## src/rtl/noc_async_fifo_link.sv

```systemverilog
// noc_async_fifo_link
//
// NoC-side endpoint of a split asynchronous FIFO pair between a NoC router
// and a memory domain clocked independently.
//   * NoC->domain (TX): storage lives here. The router writes packets. The
//     domain reads entries through noc_fifo_tx_data_o, addressed by its own
//     Gray read pointer. It learns how full the FIFO is from
//     noc_fifo_tx_waddr_o.
//   * domain->NoC (RX): storage lives in the domain. This block publishes a
//     Gray read pointer and pops entries presented on noc_fifo_rx_data_i
//     into a registered output stage.
//
// Configuration macro: NOC_ASYNC_FIFO_SYNC3_EN selects 3-flop pointer
// synchronizers. When it is undefined, the synchronizers use 2 flops.
//
// Ports:
//   clk_i, reset_n_i        NoC clock, asynchronous active-low reset
//   tx_data_i/valid/ready   router -> domain packet stream
//   rx_data_o/valid/ready   domain -> router packet stream (registered)
//   noc_fifo_tx_data_o      local TX entry selected by remote read pointer
//   noc_fifo_tx_raddr_i     remote Gray read pointer (asynchronous)
//   noc_fifo_tx_waddr_o     local Gray write pointer (registered)
//   noc_fifo_rx_data_i      remote RX entry at noc_fifo_rx_raddr_o
//   noc_fifo_rx_raddr_o     local Gray read pointer (registered)
//   noc_fifo_rx_waddr_i     remote Gray write pointer (asynchronous)
//
// Handshake: a transfer happens on a rising edge where valid and ready are
// both high. Once valid is raised, it stays high and data stays stable
// until that transfer happens. Neither tx_ready_o nor rx_valid_o depends
// combinationally on the other side of its handshake.
module noc_async_fifo_link #(
  parameter int NOC_ASYNC_FIFO_PACKET_SIZE = 140,
  parameter int NOC_ASYNC_FIFO_AWIDTH      = 3
) (
  input  logic                                  clk_i,
  input  logic                                  reset_n_i,
  input  logic [NOC_ASYNC_FIFO_PACKET_SIZE-1:0] tx_data_i,
  input  logic                                  tx_valid_i,
  output logic                                  tx_ready_o,
  output logic [NOC_ASYNC_FIFO_PACKET_SIZE-1:0] rx_data_o,
  output logic                                  rx_valid_o,
  input  logic                                  rx_ready_i,
  output logic [NOC_ASYNC_FIFO_PACKET_SIZE-1:0] noc_fifo_tx_data_o,
  input  logic [NOC_ASYNC_FIFO_AWIDTH:0]        noc_fifo_tx_raddr_i,
  output logic [NOC_ASYNC_FIFO_AWIDTH:0]        noc_fifo_tx_waddr_o,
  input  logic [NOC_ASYNC_FIFO_PACKET_SIZE-1:0] noc_fifo_rx_data_i,
  output logic [NOC_ASYNC_FIFO_AWIDTH:0]        noc_fifo_rx_raddr_o,
  input  logic [NOC_ASYNC_FIFO_AWIDTH:0]        noc_fifo_rx_waddr_i
);

  localparam int PW    = NOC_ASYNC_FIFO_PACKET_SIZE;
  localparam int AW    = NOC_ASYNC_FIFO_AWIDTH;
  localparam int PTR_W = AW + 1;
  localparam int DEPTH = 1 << AW;
`ifdef NOC_ASYNC_FIFO_SYNC3_EN
  localparam int SYNC_N = 3;
`else
  localparam int SYNC_N = 2;
`endif

  function automatic logic [PTR_W-1:0] bin2gray(input logic [PTR_W-1:0] b);
    return b ^ (b >> 1);
  endfunction

  function automatic logic [PTR_W-1:0] gray2bin(input logic [PTR_W-1:0] g);
    logic [PTR_W-1:0] b;
    b[PTR_W-1] = g[PTR_W-1];
    for (int i = PTR_W - 2; i >= 0; i--) begin
      b[i] = b[i+1] ^ g[i];
    end
    return b;
  endfunction

  // Gray write pointer value that means "full" for a given read pointer.
  // The top two bits are inverted, which also covers pointer wrap.
  function automatic logic [PTR_W-1:0] full_ptr(input logic [PTR_W-1:0] rg);
    return {~rg[AW:AW-1], rg[AW-2:0]};
  endfunction

  // ---------------- pointer synchronizers ----------------
  logic [PTR_W-1:0] rsync_q [SYNC_N];
  logic [PTR_W-1:0] wsync_q [SYNC_N];

  always_ff @(posedge clk_i or negedge reset_n_i) begin
    if (!reset_n_i) begin
      for (int i = 0; i < SYNC_N; i++) begin
        rsync_q[i] <= '0;
        wsync_q[i] <= '0;
      end
    end else begin
      rsync_q[0] <= noc_fifo_tx_raddr_i;
      wsync_q[0] <= noc_fifo_rx_waddr_i;
      for (int i = 1; i < SYNC_N; i++) begin
        rsync_q[i] <= rsync_q[i-1];
        wsync_q[i] <= wsync_q[i-1];
      end
    end
  end

  // ---------------- TX write side ----------------
  logic [PW-1:0]    mem [DEPTH];
  logic [PTR_W-1:0] wbin_q, wgray_q;
  logic [PTR_W-1:0] wbin_next, wgray_next, tx_rbin;
  logic             tx_ready_q, wr_en;

  assign wr_en      = tx_valid_i & tx_ready_q;
  assign wbin_next  = wr_en ? wbin_q + 1'b1 : wbin_q;
  assign wgray_next = bin2gray(wbin_next);

  // Ready is registered. It uses the new write pointer, so it falls right
  // after the filling write. It uses the pre-edge synchronized read
  // pointer, so release takes one extra cycle. A stale read pointer can
  // only make full look longer, never shorter.
  always_ff @(posedge clk_i or negedge reset_n_i) begin
    if (!reset_n_i) begin
      wbin_q     <= '0;
      wgray_q    <= '0;
      tx_ready_q <= 1'b1;
    end else begin
      wbin_q     <= wbin_next;
      wgray_q    <= wgray_next;
      tx_ready_q <= ~(wgray_next == full_ptr(rsync_q[SYNC_N-1]));
    end
  end

  // The storage has no reset. The remote side reads an entry only after
  // its write pointer has been synchronized over there.
  always_ff @(posedge clk_i) begin
    if (wr_en) begin
      mem[wbin_q[AW-1:0]] <= tx_data_i;
    end
  end

  assign tx_rbin             = gray2bin(noc_fifo_tx_raddr_i);
  assign noc_fifo_tx_data_o  = mem[tx_rbin[AW-1:0]];
  assign noc_fifo_tx_waddr_o = wgray_q;
  assign tx_ready_o          = tx_ready_q;

  // ---------------- RX read side ----------------
  logic [PTR_W-1:0] rbin_q, rgray_q;
  logic [PW-1:0]    rx_data_q;
  logic             rx_valid_q, empty, pop;

  assign empty = (rgray_q == wsync_q[SYNC_N-1]);
  assign pop   = ~empty & (~rx_valid_q | rx_ready_i);

  always_ff @(posedge clk_i or negedge reset_n_i) begin
    if (!reset_n_i) begin
      rbin_q     <= '0;
      rgray_q    <= '0;
      rx_data_q  <= '0;
      rx_valid_q <= 1'b0;
    end else if (pop) begin
      rx_data_q  <= noc_fifo_rx_data_i;
      rx_valid_q <= 1'b1;
      rbin_q     <= rbin_q + 1'b1;
      rgray_q    <= bin2gray(rbin_q + 1'b1);
    end else if (rx_ready_i) begin
      rx_valid_q <= 1'b0;
    end
  end

  assign rx_data_o           = rx_data_q;
  assign rx_valid_o          = rx_valid_q;
  assign noc_fifo_rx_raddr_o = rgray_q;

endmodule
```

## config.mk

```make
export PLATFORM = sky130hd
export DESIGN_NAME = noc_async_fifo_link
export DESIGN_NICKNAME = d
export VERILOG_FILES = /design/src/rtl/noc_async_fifo_link.sv
export SDC_FILE = /design/constraint.sdc
export NUM_CORES = 1
export LEC_CHECK = 0
export ABC_AREA = 0
export CORE_AREA = 2 2 255 357
export DETAILED_ROUTE_END_ITERATION = 6
export DIE_AREA = 0 0 257 359
export GPL_ROUTABILITY_DRIVEN = 1
export PLACE_DENSITY = 0.8
export REMOVE_ABC_BUFFERS = 1
export SYNTH_ARGS = -nofsm -noshare
export SYNTH_HDL_FRONTEND = slang
export SYNTH_SLANG_ARGS = --single-unit
```

## constraint.sdc

```tcl
create_clock -name clk_i -period 34.7 [get_ports clk_i]
set_input_delay 3.47 -clock clk_i [delete_from_list [all_inputs] [get_ports clk_i]]
set_output_delay 3.47 -clock clk_i [all_outputs]
set_load 0.005 [all_outputs]
```

# ---- Word level (Yosys, flattened, before mapping)
# Memories as Yosys holds them, arrays and structs flattened.
# Cells that the tools add are included.
# W data, S select, Z words.
dict set report word_totals {
  reg_bits 174
  ramBits 1120
  elab_cells 34
  n_memories 1
}
# memory depth width read_ports rd_ports_with_merged_regs wr line
set mem_list {}
lappend mem_list {mem 8 140 1 0 1 101} ;# logic [PW-1:0] mem [DEPTH];
dict set report op_classes {
  add_sub_neg 2
  n_eq_ne 2
  mux 5
  bitwise_logic 12
  n_reduce_logical 1
}
# cell n
set op_table {}
lappend op_table {{$add A4 B1 Y4 const B} 2}
lappend op_table {{$eq A4 B4 Y1} 2}
lappend op_table {{$xor A4 B3 Y4} 2}
lappend op_table {{$mux W1} 4}
lappend op_table {{$mux W4} 1}
lappend op_table {{$not A1 Y1} 3}
lappend op_table {{$xor A1 B1 Y1} 3}
lappend op_table {{$and A1 B1 Y1} 2}
lappend op_table {{$not A2 Y2} 1}
lappend op_table {{$reduce_bool A2 Y1} 1}
lappend op_table {{$or A1 B1 Y1} 1}

# ---- Logic depth before layout (Yosys ltp)
dict set report depth {
  ltp_word 5
  ltp_mapped 7
}

# ---- Worst setup path before layout
# Ideal clock, no wire load.
dict set report synth_path {
  path_type {in2reg}
  from {in tx_valid_i}
  to {mem mem[0][0] in the netlist's numbering (enable)}
  setup_ns 0.811
  arrival_time_ns 13.214
  slack_ns 20.676
  path_stages 3
  path_buffers 1
  path_cell_list {buf_2 nand3_1 nor3_1}
}
dict set report synth_via {
  elab_chain_len 3
}
# element line
set synth_lines {}
lappend synth_lines {{start: declaration} 38} ;# input logic tx_valid_i,
lappend synth_lines {{$and A1 B1 Y1} 106} ;# assign wr_en = tx_valid_i & tx_ready_q;
lappend synth_lines {{$mux W1} 129} ;# if (wr_en) begin
lappend synth_lines {{$mux W1 (not written as such)} 130} ;# mem[wbin_q[AW-1:0]] <= tx_data_i;
lappend synth_lines {{end: declaration} 101}
# Every way passes these cells.

# ---- Worst setup path in the final report
dict set report layout_path {
  from {in noc_fifo_tx_raddr_i[1]}
  to {out noc_fifo_tx_data_o[31]}
}
dict set report layout_via {
  elab_chain_len 3
}
# element line
set layout_lines {}
lappend layout_lines {{start: declaration} 44} ;# input logic [NOC_ASYNC_FIFO_AWIDTH:0] noc_fifo_tx_raddr_i,
lappend layout_lines {{$xor A1 B1 Y1 (*)} 69} ;# b[i] = b[i+1] ^ g[i];
lappend layout_lines {{$xor A1 B1 Y1} 69}
lappend layout_lines {{$mem_v2 Z8 W140 (*)} n/a}
lappend layout_lines {{end: declaration} 43} ;# output logic [NOC_ASYNC_FIFO_PACKET_SIZE-1:0] noc_fifo_tx_data_o,
# Mark *: on every way between the ends. The rest lies on a longest branch, timed or not.

==> results.sh <==
export IMPL_r2r_end="rx_data_o[67]"
export IMPL_critical_path_startpoint_type="input port"
export IMPL_ys_ff_latch=1292
export IMPL_regArea_mm2=0.0379
export IMPL_groute_usage_overall_pct=24.5
export IMPL_place_detailed_instances=3717
export IMPL_worstPathArrival_ns=7.29
export IMPL_first_global_vias=24700
export IMPL_final_hold_violation_count=0
export IMPL_avg_cell_area_syn_um2=24.1
export IMPL_multiInputGateArea_mm2=0.0100
export IMPL_ctsLongestPathBuffers=3
export IMPL_clk_insertion_delay_late_ns=0.72
export IMPL_hold_class="reg2reg"
export IMPL_synth_mux_area_fraction_pct=19.6
export IMPL_nNetsFinal=2939
export IMPL_final_clock_skew_ns=0.0240
export IMPL_router_iterations_before_antenna_repair=5
export IMPL_synth_cells=2014
export IMPL_grt_first_pass_wirelength_mm=165
export IMPL_drive_gt1_share_pct=27.0
export IMPL_r2r_worst_path_cells=6
export IMPL_worst_hold_path_num_cells=0
export IMPL_layout_cell_area_non_filler_mm2=0.0593
export IMPL_detailroute_via_count=23100
export IMPL_fp_dieH_um=359
export IMPL_synth_yosys_warnings=0
export IMPL_worst_path_max_fanout=80
export IMPL_max_freq_mhz=92.9
export IMPL_drc=0
export IMPL_main_combinational_cell_family_by_area_after_synthesis="multiplexers"
export IMPL_worst_ir_drop_vdd_mv=0.0607
export IMPL_rsz_0062_raised_after_global_routing="no"
export IMPL_reg2reg_slack_ns=31.38
export IMPL_postSynth_topFlopCell="edfxtp_1"
export IMPL_grt_max_degree=128
export IMPL_place_worst_setup_slack_ns=23.97
export IMPL_num_io_pins=582
export IMPL_timing_critical_path_from="noc_fifo_tx_raddr_i[1]"
export IMPL_max_cap_violations=0
export IMPL_clock_root_buffer="clkbuf_16"
export IMPL_htree_levels=3
export IMPL_synth_most_common_cell="edfxtp_1"
export IMPL_numCtsBuffers=114
export IMPL_fin_setup_tns_ns=0
export IMPL_synth_enable_flop_cells=1120
export IMPL_syn_area_mm2=0.0485
export IMPL_starting_utilization_of_the_core_area_pct=54.3
export IMPL_final_period_utilization_pct=31.0
export IMPL_grt_remaining_overflow=0
export IMPL_route_detailed_vias_per_inst=5.86
export IMPL_layout_filler_cells=5433
export IMPL_netlist_top_cell_by_area="edfxtp_1"
export IMPL_hold_start="wsync_q[5]"
export IMPL_worstPathBufferInverterCount=4
export IMPL_place_congestion=0.844
export IMPL_yosys_area_top_type_share_pct=69.3
export IMPL_areaGrowthSynthToFinish_pct=22.3
export IMPL_post_dp_hpwl_mm=67.5
export IMPL_critical_path_cell_chain="buf_8 > buf_4 > buf_4 > mux4_2 > mux2_2 > clkdlybuf4s50_1"
export IMPL_timing_critical_path_to_type="primary output"
export IMPL_ant_nets=0
export IMPL_yosys_area_share_xor_xnor_pct=0.451
export IMPL_clkSlewWorstSetupHoldPaths_ns=0.07
export IMPL_timing_final_setup_violations=0
export IMPL_detailedRoute_firstIterationViolations=2196
export IMPL_core_area_mm2=0.0893
export IMPL_post_synth_main_area_contributors="edfxtp_1, mux4_2, dfrtp_1, mux2_2, mux2_1"
export IMPL_pwr_density_cell_mw_per_mm2=67.7
export IMPL_critical_path_reg2reg_startpoint="noc_fifo_rx_raddr_o[3]"
export IMPL_clock_sink_count=1292
export IMPL_synth_yosys_seq_area_share_pct=78.2
export IMPL_final_period_minus_worst_setup_slack_ns=10.76
export IMPL_ys_types=28
export IMPL_async_flop_share_pct=13.3
export IMPL_timing_max_transition_violations_final=0
export IMPL_worst_slew_pin_transition_ns=1.10
export IMPL_synth_compound_area_share_pct=0.0825
export IMPL_floorplan_die_area_mm2=0.0923
export IMPL_synth_adder_area_share_pct=0.0516
export IMPL_slowest_delay_ns=0.83
export IMPL_port_buffers=581
export IMPL_most_used_cell_cp="buf_4"
export IMPL_post_layout_nonfiller_instances=3946
export IMPL_wl_per_cell_um=28.5
export IMPL_hold_path_endpoint="wsync_q[1]"
export IMPL_dieWidth_um=257
export IMPL_num_rows=130
export IMPL_cpMaxStageDelayCell="buf_4"
export IMPL_power_leakage_nw=19.5
export IMPL_synth_top_cells_by_count="edfxtp_1, mux4_2, mux2_2, dfrtp_1, buf_2"
export IMPL_timing_max_slew_rel_slack_pct=26.4
export IMPL_number_of_antenna_violations_at_the_first_check_in_global_routing=24
export IMPL_synth_simple_gate_area_share_pct=0.222
export IMPL_worst_endpoint_required_ns=31.23
export IMPL_outcome="finished, final reports clean"
export IMPL_detailed_place_area_mm2=0.0556
export IMPL_cts_repair_timing_setup_buffer_count=0
export IMPL_criticalPathCategory="in2out"
export IMPL_cts_tree="done"
export IMPL_number_of_gates_given_a_new_drive_strength_after_cts=0
export IMPL_drt_wl_total_mm=112
export IMPL_hold_buffers=0
export IMPL_timing_critical_path_max_delay_family="buffers and inverters"
export IMPL_postLayoutSetupSlackWorst_ns=23.94
[power by group]
part	internal, mW	switching [mW]
Combinational	0.357	0.352
Clock	0.712	0.550
Sequential	1.95	0.0903
[sequential cells by signal (all words and copies together), names as in the netlist]
register             cells
rx_valid_o               1
wsync_q                  8
wbin_q                   4
rbin_q                   3
rsync_q                  8
tx_ready_o               1
mem                   1120
rx_data_o              140
noc_fifo_tx_waddr_o      3
noc_fifo_rx_raddr_o      4
[cell families after synthesis]
kind of cell	Yosys count
adders and majority gates	2
buffers and inverters	101
xor gates and xnor gates	25
DFF	1292
AOI/OAI and AO/OA	6
and+or+nand+nor	22
muxes	566
[area by class of cell]
| class | count | share of cell area [%] |
|---|---|---|
| sequential | 1292 | 63.9 |
| multi-input combinational | 621 | 16.9 |
| timing repair buffer | 613 | 10.3 |
| clock buffer | 133 | 4.96 |
| tap | 1188 | 2.51 |
| clock inverter | 80 | 1.35 |
| antenna | 16 | 0.0675 |
| inverter | 3 | 0.0190 |
[how the worst max path moves through the flow]
stage / slack (ns) / cells past startpoint / endpoint
floorplan: 19.91 / 3 / noc_fifo_tx_data_o[91]
global placement: 24.05 / 6 / noc_fifo_tx_data_o[31]
detailed placement: 23.97 / 6 / noc_fifo_tx_data_o[31]
CTS: 23.92 / 6 / noc_fifo_tx_data_o[31]
global route: 23.70 / 6 / noc_fifo_tx_data_o[31]
finish: 23.94 / 6 / noc_fifo_tx_data_o[31]
[routing by layer]
metal / vias up / global-route usage (%) / wire length, um
met4: 12 / 12.8 / 5350
met1: 12200 / 28.6 / 39200
met3: 204 / 5.25 / 7990
met5: - / 0 / 82
li1: 9656 / - / -
met2: 1011 / 42.5 / 59700
[cells in the final DEF, fill, tap and decap left out, drive strengths merged]
master / Yosys / layout
a21oi: 2 / 2
a31oi: 2 / 2
a32oi: 1 / 1
buf: 93 / 35
bufinv: 0 / 14
clkbuf: 5 / 133
clkdlybuf4s50: 0 / 578
clkinv: 0 / 53
clkinvlp: 0 / 9
dfrtp: 171 / 171
dfstp: 1 / 1
diode: 0 / 16
edfxtp: 1120 / 1120
ha: 2 / 2
inv: 3 / 7
mux2: 285 / 285
mux2i: 1 / 1
mux4: 280 / 280
nand2: 6 / 6
nand2b: 2 / 2
nand3: 3 / 3
nand4: 2 / 2
nor2: 6 / 6
nor3: 2 / 2
nor4: 1 / 1
o21ai: 1 / 1
xnor2: 14 / 14
xor2: 11 / 11
[metrics by stage]
| stage | hold WS, ns | total power [mW] | util [%] |
|---|---|---|---|
| after floorplan | 0.331 | 2.41 | - |
| after global placement | 0.335 | 2.76 | 62.2 |
| after detailed placement | 0.336 | 2.79 | 62.2 |
| after CTS | 0.346 | 4.05 | 66.4 |
| after global routing | 0.359 | 4.15 | 66.4 |
| final | 0.350 | 4.02 | 66.4 |
(Power assumes the default switching activity.)
